File: config.mk
export PLATFORM = sky130hd
export DESIGN_NAME = wd_bus_sequencer
export DESIGN_NICKNAME = d
export VERILOG_FILES = /design/src/rtl/wd_bus_sequencer.sv
export SDC_FILE = /design/constraint.sdc
export NUM_CORES = 1
export LEC_CHECK = 0
export BUFFER_PORTS_ARGS = -buffer_cell sky130_fd_sc_hd__clkbuf_2
export CORE_MARGIN = 3
export CORE_UTILIZATION = 50
export CTS_CLUSTER_DIAMETER = 60
export DETAILED_ROUTE_END_ITERATION = 8
export GPL_TIMING_DRIVEN = 0
export PLACE_DENSITY = 0.76
export SYNTH_ARGS = -nofsm -noshare
export SYNTH_HDL_FRONTEND = slang
export SYNTH_SLANG_ARGS = --single-unit
File: constraint.sdc
create_clock -name CLK -period 5.7 [get_ports CLK]
set_input_delay 1.14 -clock CLK [delete_from_list [all_inputs] [get_ports CLK]]
set_output_delay 1.14 -clock CLK [all_outputs]
set_load 0.02 [all_outputs]
File: src/rtl/wd_bus_sequencer.sv
// Two-requester front end for the watchdog ABUS/DBUS write port: round-robin
// arbitration, KEY/gap/write unlock replay, fail lockout and reserved-address rejection.
module wd_bus_sequencer #(
    parameter logic [15:0] KEY     = 16'hA5C3,
    parameter int unsigned KEY_GAP = 1
) (
    input  logic        CLK,
    input  logic        RST,
    input  logic        REQ0,
    input  logic [1:0]  ADDR0,
    input  logic [15:0] DATA0,
    input  logic        REQ1,
    input  logic [1:0]  ADDR1,
    input  logic [15:0] DATA1,
    input  logic        WDFAIL,
    output logic [1:0]  ABUS,
    output logic [15:0] DBUS,
    output logic [1:0]  GNT,
    output logic [1:0]  ACK,
    output logic [1:0]  NACK,
    output logic        BUSY
);

    localparam logic [1:0] RSVD_ADDR = 2'b10;
    localparam bit         HAS_GAP   = (KEY_GAP != 0);
    localparam logic [3:0] GAP_LOAD  = (KEY_GAP == 0) ? 4'd0 : 4'(KEY_GAP - 1);

    typedef enum logic [2:0] {
        S_IDLE,
        S_KEY,
        S_GAP,
        S_WRITE,
        S_DONE
    } state_e;

    state_e      state_q;
    logic        ptr_q;
    logic        idx_q;
    logic [1:0]  addr_q;
    logic [15:0] data_q;
    logic [3:0]  gap_cnt_q;
    logic [1:0]  abus_q;
    logic [15:0] dbus_q;
    logic [1:0]  gnt_q;
    logic [1:0]  ack_q;
    logic [1:0]  nack_q;
    logic        busy_q;

    logic [1:0]  cand;
    logic        win;
    logic [1:0]  win_oh;
    logic [1:0]  win_addr;
    logic [15:0] win_data;

    // A requester whose ACK/NACK pulse is high this cycle sits out one evaluation.
    always_comb begin
        cand     = {REQ1 & ~ack_q[1] & ~nack_q[1], REQ0 & ~ack_q[0] & ~nack_q[0]};
        win      = (cand == 2'b11) ? ~ptr_q : cand[1];
        win_oh   = win ? 2'b10 : 2'b01;
        win_addr = win ? ADDR1 : ADDR0;
        win_data = win ? DATA1 : DATA0;
    end

    always_ff @(posedge CLK or negedge RST) begin
        if (!RST) begin
            state_q   <= S_IDLE;
            ptr_q     <= 1'b1;
            idx_q     <= 1'b0;
            addr_q    <= '0;
            data_q    <= '0;
            gap_cnt_q <= '0;
            abus_q    <= '0;
            dbus_q    <= '0;
            gnt_q     <= '0;
            ack_q     <= '0;
            nack_q    <= '0;
            busy_q    <= 1'b0;
        end else begin
            ack_q  <= '0;
            nack_q <= '0;
            if (WDFAIL && (state_q == S_KEY || state_q == S_GAP || state_q == S_WRITE)) begin
                state_q <= S_IDLE;
                abus_q  <= '0;
                dbus_q  <= '0;
                gnt_q   <= '0;
                nack_q  <= gnt_q;
                ptr_q   <= idx_q;
                busy_q  <= 1'b0;
            end else begin
                case (state_q)
                    // DONE is the bus-idle ACK cycle; arbitration already runs in it,
                    // so the next grant can land on the edge that ends the ACK pulse.
                    S_IDLE, S_DONE: begin
                        state_q <= S_IDLE;
                        abus_q  <= '0;
                        dbus_q  <= '0;
                        gnt_q   <= '0;
                        busy_q  <= 1'b0;
                        if (WDFAIL) begin
                            nack_q <= cand;
                        end else if (cand != 2'b00) begin
                            if (win_addr == RSVD_ADDR) begin
                                nack_q <= win_oh;
                            end else begin
                                state_q <= S_KEY;
                                idx_q   <= win;
                                addr_q  <= win_addr;
                                data_q  <= win_data;
                                gnt_q   <= win_oh;
                                dbus_q  <= KEY;
                                busy_q  <= 1'b1;
                            end
                        end
                    end
                    S_KEY: begin
                        if (HAS_GAP) begin
                            state_q   <= S_GAP;
                            gap_cnt_q <= GAP_LOAD;
                            abus_q    <= '0;
                            dbus_q    <= '0;
                        end else begin
                            state_q <= S_WRITE;
                            abus_q  <= addr_q;
                            dbus_q  <= data_q;
                        end
                    end
                    S_GAP: begin
                        if (gap_cnt_q == 4'd0) begin
                            state_q <= S_WRITE;
                            abus_q  <= addr_q;
                            dbus_q  <= data_q;
                        end else begin
                            gap_cnt_q <= gap_cnt_q - 4'd1;
                        end
                    end
                    S_WRITE: begin
                        state_q <= S_DONE;
                        abus_q  <= '0;
                        dbus_q  <= '0;
                        ack_q   <= gnt_q;
                        gnt_q   <= '0;
                        ptr_q   <= idx_q;
                    end
                    default: begin
                        state_q <= S_IDLE;
                        abus_q  <= '0;
                        dbus_q  <= '0;
                        gnt_q   <= '0;
                        busy_q  <= 1'b0;
                    end
                endcase
            end
        end
    end

    assign ABUS = abus_q;
    assign DBUS = dbus_q;
    assign GNT  = gnt_q;
    assign ACK  = ack_q;
    assign NACK = nack_q;
    assign BUSY = busy_q;

endmodule

==> results of run 1 <==
==> per-layer routing <==
layer,vias to the layer above,part of all wire [%],track usage [%]
met5,-,0,0
met4,0,0.45,4.45
met3,4,6.2,4.64
met2,50,49,30.2
met1,902,44,25.6
li1,927,-,-
==> state kept, by name (all words and copies together), names as in the netlist <==
name and flops:
idx_q 1, addr_q 2, BUSY 1, ACK 2, NACK 2, gap_cnt_q 4, state_q 3, GNT 2
ptr_q 1, DBUS 16, ABUS 2, data_q 16
==> critical path, cell delays in order <==
cell and delay [ns]:
clkbuf_2 0.07, or3b_4 0.40, o21ai_4 0.20, o22ai_2 0.11, a21oi_2 0.22, buf_6 0.21, mux2_4 0.31
==> stage by stage <==
step	setup slack [ns]	hold WS [ns]	area (sq um)
6_report	3.22	0.496	3090
5_1_grt	3.14	0.521	3090
4_1_cts	3.21	0.505	3070
3_5_place_dp	2.89	0.485	2980
3_3_place_gp	2.91	0.463	2980
2_1_floorplan	3.10	0.450	2580
==> final cells by class <==
class                      count  area, sq um
fill                         423         1760
sequential                    52         1300
multi-input combinational    157         1160
timing repair buffer          65          340
buffer                        14         93.8
clock buffer                   8         90.1
tap                           67         83.8
inverter                       5         18.8
==> cells by family after synthesis <==
family	after synthesis	share of synthesized area, %
mux	33	16.7
xor+xnor	1	0.340
flops	52	50.5
buf+inv	19	4.37
compound gates	53	14.3
fa+ha+maj	3	1.36
simple gates	67	12.5
==> worst min path at each step <==
| stage | endpoint | from | cells after the start |
|---|---|---|---|
| global placement | addr_q[0] | addr_q[0] | 1 |
| detailed placement | addr_q[0] | addr_q[0] | 1 |
| finish | addr_q[0] | addr_q[0] | 1 |
| CTS | addr_q[0] | addr_q[0] | 1 |
| floorplan | addr_q[0] | addr_q[0] | 1 |
| global route | data_q[10] | data_q[10] | 1 |
==> cells in the mapped netlist <==
| cell | n |
|---|---|
| a21o_1 | 1 |
| a21o_4 | 1 |
| a21oi_1 | 14 |
| a21oi_2 | 10 |
| and2_1 | 2 |
| buf_2 | 3 |
| buf_6 | 5 |
| clkbuf_1 | 6 |
| dfrtp_1 | 51 |
| dfstp_2 | 1 |
| ha_1 | 2 |
| inv_1 | 5 |
| maj3_1 | 1 |
| mux2_1 | 10 |
| mux2_2 | 6 |
| mux2_4 | 16 |
| mux2i_1 | 1 |
| nand2_1 | 34 |
| nand2b_1 | 1 |
| nand3_1 | 1 |
| nand3b_1 | 2 |
| nor2_1 | 14 |
| nor3_1 | 5 |
| nor3_4 | 1 |
| nor3b_1 | 3 |
| nor3b_2 | 1 |
| nor4_1 | 1 |
| o21a_1 | 1 |
| o21ai_0 | 18 |
| o21ai_4 | 1 |
| o22ai_1 | 1 |
| o22ai_2 | 1 |
| o22ai_4 | 1 |
| o31ai_1 | 3 |
| o31ai_2 | 1 |
| or3b_1 | 1 |
| or3b_4 | 1 |
| xnor2_1 | 1 |
==> power by group <==
part	leakage, uW	internal (uW)	switching [uW]
logic	0.000807	319	392
registers	0.000667	510	88.8
clock network	0.0000455	99.2	113
==> out/qor.csv, run 1 <==
stage;metric;value;unit
timing;rsz0062_at_grt;no;
route;totalWireLength;5.08;mm
timing;drv_slew;0;
cells_and_area;final_util;63.8;%
clock_network;cts_sinks;52;
global_routing;grt_usage;18.8;%
clock_network;clock_path_buffers;2;
timing;fin_crit;2.48;ns
timing;worstMarginPinSlew;0.650;ns
worst_setup_path;crit_fanout;10;
placement;gp_congestion;0.755;
job;max-cap-violations;0;
clock_network;clk_latency;0.30;ns
worst_setup_path;worstSetupEndpointType;register;
route;firstDrtPassIters;5;
global_routing;grt_max_degree;53;
timing;finalSetupTns;0;ns
cells_and_area;diodes;0;
synth;synth_top_cell_by_area;dfrtp_1;
worst_setup_path;worstReg2RegEnd;data_q[1];
cells_and_area;mostFrequentLayoutCells;clkbuf_2, dfrtp_1, nand2_1, o21ai_0, mux2_4;
timing;post-route-period-util;43.6;%
global_routing;antenna_found_initial;0;
synth;syn_area;0.00258;sq mm
route;ant_nets;0;
clock_network;cts_tree;built;
synth;synth_top_area_share;49.5;%
placement;dpl.hpwl;3.70;mm
timing;setup_viol;0;
route;wl_per_cell;13.8;um
worst_setup_path;worstPathArrival;2.68;ns
global_routing;grt.overflow.total;0;
timing;finalHoldViolCount;0;
pwr;power_leakage;0.00152;uW
worst_setup_path;worstSetupPathType;in -> reg;
run_status;status;completed;
clock_network;clk_pin_slew;0.09;ns
clock_network;cts_made_buffers;5;
clock_network;cts-root-buf;clkbuf_8;
placement;dpl.cell_count;359;
timing;max_slew_margin;56.3;%
timing;skew;0.00415;ns
clock_network;ctsHoldBuffers;0;
cells_and_area;final_net_count;343;
synth;yosysSeqAreaShare;50.5;%
worst_setup_path;cp-endpoint;data_q[1];
clock_network;post_cts_buffers;0;
worst_setup_path;rr_startpoint;ACK[1];
worst_setup_path;cp.required;5.89;ns
cells_and_area;final_cells;368;
route;vias;1883;
synth;syn_inst;228;
global_routing;grt_pass1_wl;9.07;mm
route;vias_per_cell;5.12;
synth;yosysWarnings;0;
clock_network;ctsResizeCount;0;
worst_setup_path;crit_start;REQ1;
die;dieArea;0.00606;sq mm
hold_path;holdCritPathClass;reg -> reg;
worst_setup_path;start_kind;primary input;
cells_and_area;area_growth;19.9;%
die;boundaryPins;66;
synth;yosys.cell_types.count;38;
pwr;vdd_drop_max;0.286;mV
timing;fmax;0.403;GHz
die;design.core.area;0.00485;sq mm
synth;synth-seq-cells;52;
cells_and_area;layout.cells.most_common;clkbuf_2;
pwr;power_density;492;mW/mm^2
die;fp.dieW;77.8;um
worst_setup_path;reg2reg_slack;3.71;ns
synth;synthTopCellsByArea;dfrtp_1, mux2_4, nand2_1;
synth;synth_nets;271;
synth;syn_avg_cell_area;11.3;sq um
die;start_util;53.2;%
cells_and_area;drive_above_1_share;39.9;%
global_routing;grt_pass1_vias;1929;
die;num_rows;25;
placement;port_buffers;64;
die;die_h;77.8;um
route;drt-initial-drc-count;109;
worst_setup_path;r2r_cells;6;
pwr;power.total;1520;uW
route;route.detailed.drc;0;
clock_network;htreeDepth;2;
(Power assumes the default switching activity.)
==> inputs of run 2 (changes only) <==
ABC_AREA = 1   (was default)
clock period = 2.6 ns   (was 5.7 ns; I/O delays follow)
==> out/qor.csv, run 2 <==
stage;metric;value;unit;change
route;vias_per_cell;4.88;;was 5.12
timing;max_slew_margin;63.5;%;was 56.3%
worst_setup_path;worstReg2RegEnd;DBUS[13];;was data_q[1]
route;vias;2196;;was 1,883
worst_setup_path;worstSetupPathType;reg -> reg;;was in -> reg
die;fp.dieW;79.1;um;was 77.8 um
pwr;power_leakage;0.00177;uW;was 0.00152 uW
route;totalWireLength;5.74;mm;was 5.08 mm
synth;syn_inst;310;;was 228
run_status;status;completed;;unchanged
synth;synth-main-ff-cell;dfrtp_1;;unchanged
placement;port_buffers;64;;unchanged
global_routing;grt_pass1_wl;9.69;mm;was 9.07 mm
timing;post-route-period-util;65.5;%;
synth;yosysWarnings;0;;unchanged
worst_setup_path;cp.required;2.80;ns;was 5.89 ns
timing;finalSetupTns;0;ns;unchanged
worst_setup_path;worstPathCellList;inv_1 > ha_1 > nand2_1 > nor2_4 > clkbuf_2 > a21oi_1 > o21bai_1 > inv_1;;was clkbuf_2 > or3b_4 > o21ai_4 > o22ai_2 > a21oi_2 > buf_6 > mux2_4
cells_and_area;area_growth;20.6;%;was 19.9%
route;route.detailed.drc;0;;unchanged
clock_network;cts-root-buf;clkbuf_8;;unchanged
die;start_util;54.1;%;was 53.2%
clock_network;clk_latency;0.30;ns;about the same
cells_and_area;multi_input_area;0.00107;sq mm;was 0.00116 sq mm
cells_and_area;diodes;0;;unchanged
worst_setup_path;path_buf_inv;3;;was 2
route;ant_nets;0;;unchanged
worst_setup_path;reg2reg_slack;0.90;ns;was 3.71 ns
global_routing;grt_max_degree;53;;unchanged
worst_setup_path;crit_fanout;10;;unchanged
job;max-cap-violations;0;;unchanged
global_routing;grt_pass1_vias;2044;;was 1,929
worst_setup_path;slowest_delay;0.39;ns;was 0.40 ns
clock_network;ctsHoldBuffers;0;;unchanged
worst_setup_path;r2r_cells;8;;was 6
synth;synthArstFlopShare;100;%;unchanged
timing;worstMarginPinSlew;0.547;ns;was 0.650 ns
route;wl_per_cell;12.7;um;was 13.8 um
placement;gp_congestion;0.842;;was 0.755
timing;finalHoldViolCount;0;;unchanged
global_routing;antenna_found_initial;0;;unchanged
route;route.met3.wl;253;um;was 314 um
route;wl_met2;2.74;mm;was 2.50 mm
global_routing;grt.overflow.total;0;;unchanged
clock_network;clock_path_buffers;2;;unchanged
worst_setup_path;start_kind;register;;was primary input
worst_setup_path;cp_top_family;buffers and inverters;;was compound AO/OA/AOI/OAI gates
timing;skew;0.0100;ns;was 0.00415 ns
die;num_rows;25;;unchanged
synth;synth_common_cells;nand2_1, dfrtp_1, inv_1, a21oi_1, o21ai_0;;was dfrtp_1, nand2_1, o21ai_0, mux2_4
synth;yosysSeqAreaShare;48.7;%;was 50.5%
timing;fin_crit;1.70;ns;
timing;fmax;0.588;GHz;
route;drt-initial-drc-count;101;;was 109
clock_network;ctsResizeCount;0;;unchanged
synth;post-synth-top-count-cell;nand2_1;;was dfrtp_1
cells_and_area;fin_area;0.00322;sq mm;was 0.00309 sq mm
route;firstDrtPassIters;5;;unchanged
clock_network;htreeDepth;2;;unchanged
cells_and_area;layout.cells.most_common;nand2_1;;was clkbuf_2
die;die_h;79.1;um;was 77.8 um
worst_setup_path;worstPathArrival;1.90;ns;was 2.68 ns
die;dieArea;0.00626;sq mm;was 0.00606 sq mm
synth;synth_top_area_share;47.8;%;was 49.5%
cells_and_area;final_net_count;425;;was 343
worst_setup_path;worstSetupEndpointType;register;;unchanged
cells_and_area;mostFrequentLayoutCells;nand2_1, clkbuf_2, dfrtp_1, inv_1, a21oi_1;;was clkbuf_2, dfrtp_1, nand2_1, o21ai_0, mux2_4
timing;rsz0062_at_grt;no;;unchanged
placement;post_dp_cell_area;0.00308;sq mm;was 0.00298 sq mm
hold_path;holdCritPathClass;in -> async;;was reg -> reg
synth;syn_avg_cell_area;8.62;sq um;was 11.3 sq um
pwr;power_density;1080;mW/mm^2;was 492 mW/mm^2
route;routedLengthMet1;2.71;mm;was 2.24 mm
global_routing;grt_usage;19.7;%;was 18.8%
placement;dpl.hpwl;4.20;mm;was 3.70 mm
worst_setup_path;rr_startpoint;gap_cnt_q[0];;was ACK[1]
synth;synth-seq-cells;52;;unchanged
synth;synth_top_cell_by_area;dfrtp_1;;unchanged
timing;drv_slew;0;;unchanged
synth;synth_nets;353;;was 271
clock_network;post_cts_buffers;0;;unchanged
pwr;vdd_drop_max;0.656;mV;was 0.286 mV
synth;synthTopCellsByArea;dfrtp_1, nand2_1, inv_1;;was dfrtp_1, mux2_4, nand2_1
die;design.core.area;0.00494;sq mm;was 0.00485 sq mm
clock_network;cts_sinks;52;;unchanged
clock_network;cts_made_buffers;5;;unchanged
cells_and_area;drive_above_1_share;31.6;%;was 39.9%
synth;syn_area;0.00267;sq mm;was 0.00258 sq mm
worst_setup_path;crit_slowest_cell;dfrtp_1;;was or3b_4
cells_and_area;seq_area;0.00130;sq mm;unchanged
synth;yosys.cell_types.count;35;;was 38
route;highest_layer;met4;;unchanged
worst_setup_path;path_common_cell;inv_1;;
cells_and_area;fill_cells;437;;was 423
timing;setup_viol;0;;unchanged
synth;synth_edf_count;0;;unchanged
clock_network;cts_tree;built;;unchanged
clock_network;clk_pin_slew;0.09;ns;about the same
die;boundaryPins;66;;unchanged
==> run 2: cell types whose count changed in the layout (fill, tap and decap cells not counted), sizes merged, moves of 4 or more <==
| cell | before | now |
|---|---|---|
| nand2 | 34 | 95 |
| inv | 5 | 47 |
| mux2 | 32 | 0 |
| o21ai | 19 | 34 |
| nand3 | 1 | 12 |
| o21bai | 0 | 8 |
| clkbuf | 77 | 72 |
| nor3b | 4 | 0 |
| o31ai | 4 | 0 |
==> run 2: cells by family after synthesis <==
family                   share of synthesized area [%]
AO/OA/AOI/OAI                                     16.4
XOR/XNOR                                         0.328
flip-flops                                        48.7
AND/OR/NAND/NOR                                   22.5
buffers and inverters                             11.1
adder cells (fa/ha/maj)                          0.936
==> run 2: layout make-up <==
class                           instances  share of cell area, %
Tap cell                               67                   2.60
Clock buffer                            7                   2.99
Buffer                                 11                   3.57
Sequential cell                        52                   40.4
Inverter                               47                   5.63
Clock inverter                          1                  0.932
Multi-Input combinational cell        200                   33.3
Timing Repair Buffer                   65                   10.6
==> run 2: metal layers <==
| metal | track usage [%] | up-vias |
|---|---|---|
| li1 | - | 1124 |
| met1 | 27.6 | 1010 |
| met2 | 31.9 | 57 |
| met3 | 3.40 | 5 |
| met4 | 4.98 | 0 |
| met5 | 0 | - |
==> run 2: power breakdown <==
part | leakage, uW | switching (uW) | internal, uW
clock network | 0.0000645 | 255 | 340
logic | 0.00103 | 1060 | 575
registers | 0.000675 | 139 | 1100
==> run 2: worst max-delay path by stage <==
stage | start | to | slack, ns | cells after the start
final | gap_cnt_q[0] | DBUS[13] | 0.90 | 8
after global routing | gap_cnt_q[0] | DBUS[13] | 0.71 | 8
after CTS | gap_cnt_q[0] | DBUS[13] | 0.89 | 8
after detailed placement | RST | ACK[0] | 0.88 | 1
after global placement | gap_cnt_q[0] | DBUS[13] | 0.92 | 8
after floorplan | WDFAIL | data_q[10] | 1.11 | 9
==> run 2: metrics by stage <==
step / instances / worst slack (ns) / hold WS, ns / util (%) / total power [uW]
detailed placement: 441 / 0.880 / 0.465 / 62.3 / 2890
CTS: 449 / 0.887 / 0.414 / 64.8 / 3500
floorplan: 310 / 1.11 / 0.224 / - / 2460
global route: 450 / 0.714 / 0.213 / 65.2 / 3770
finish: 450 / 0.898 / 0.194 / 65.2 / 3470
global placement: 441 / 0.919 / 0.458 / 62.3 / 2850
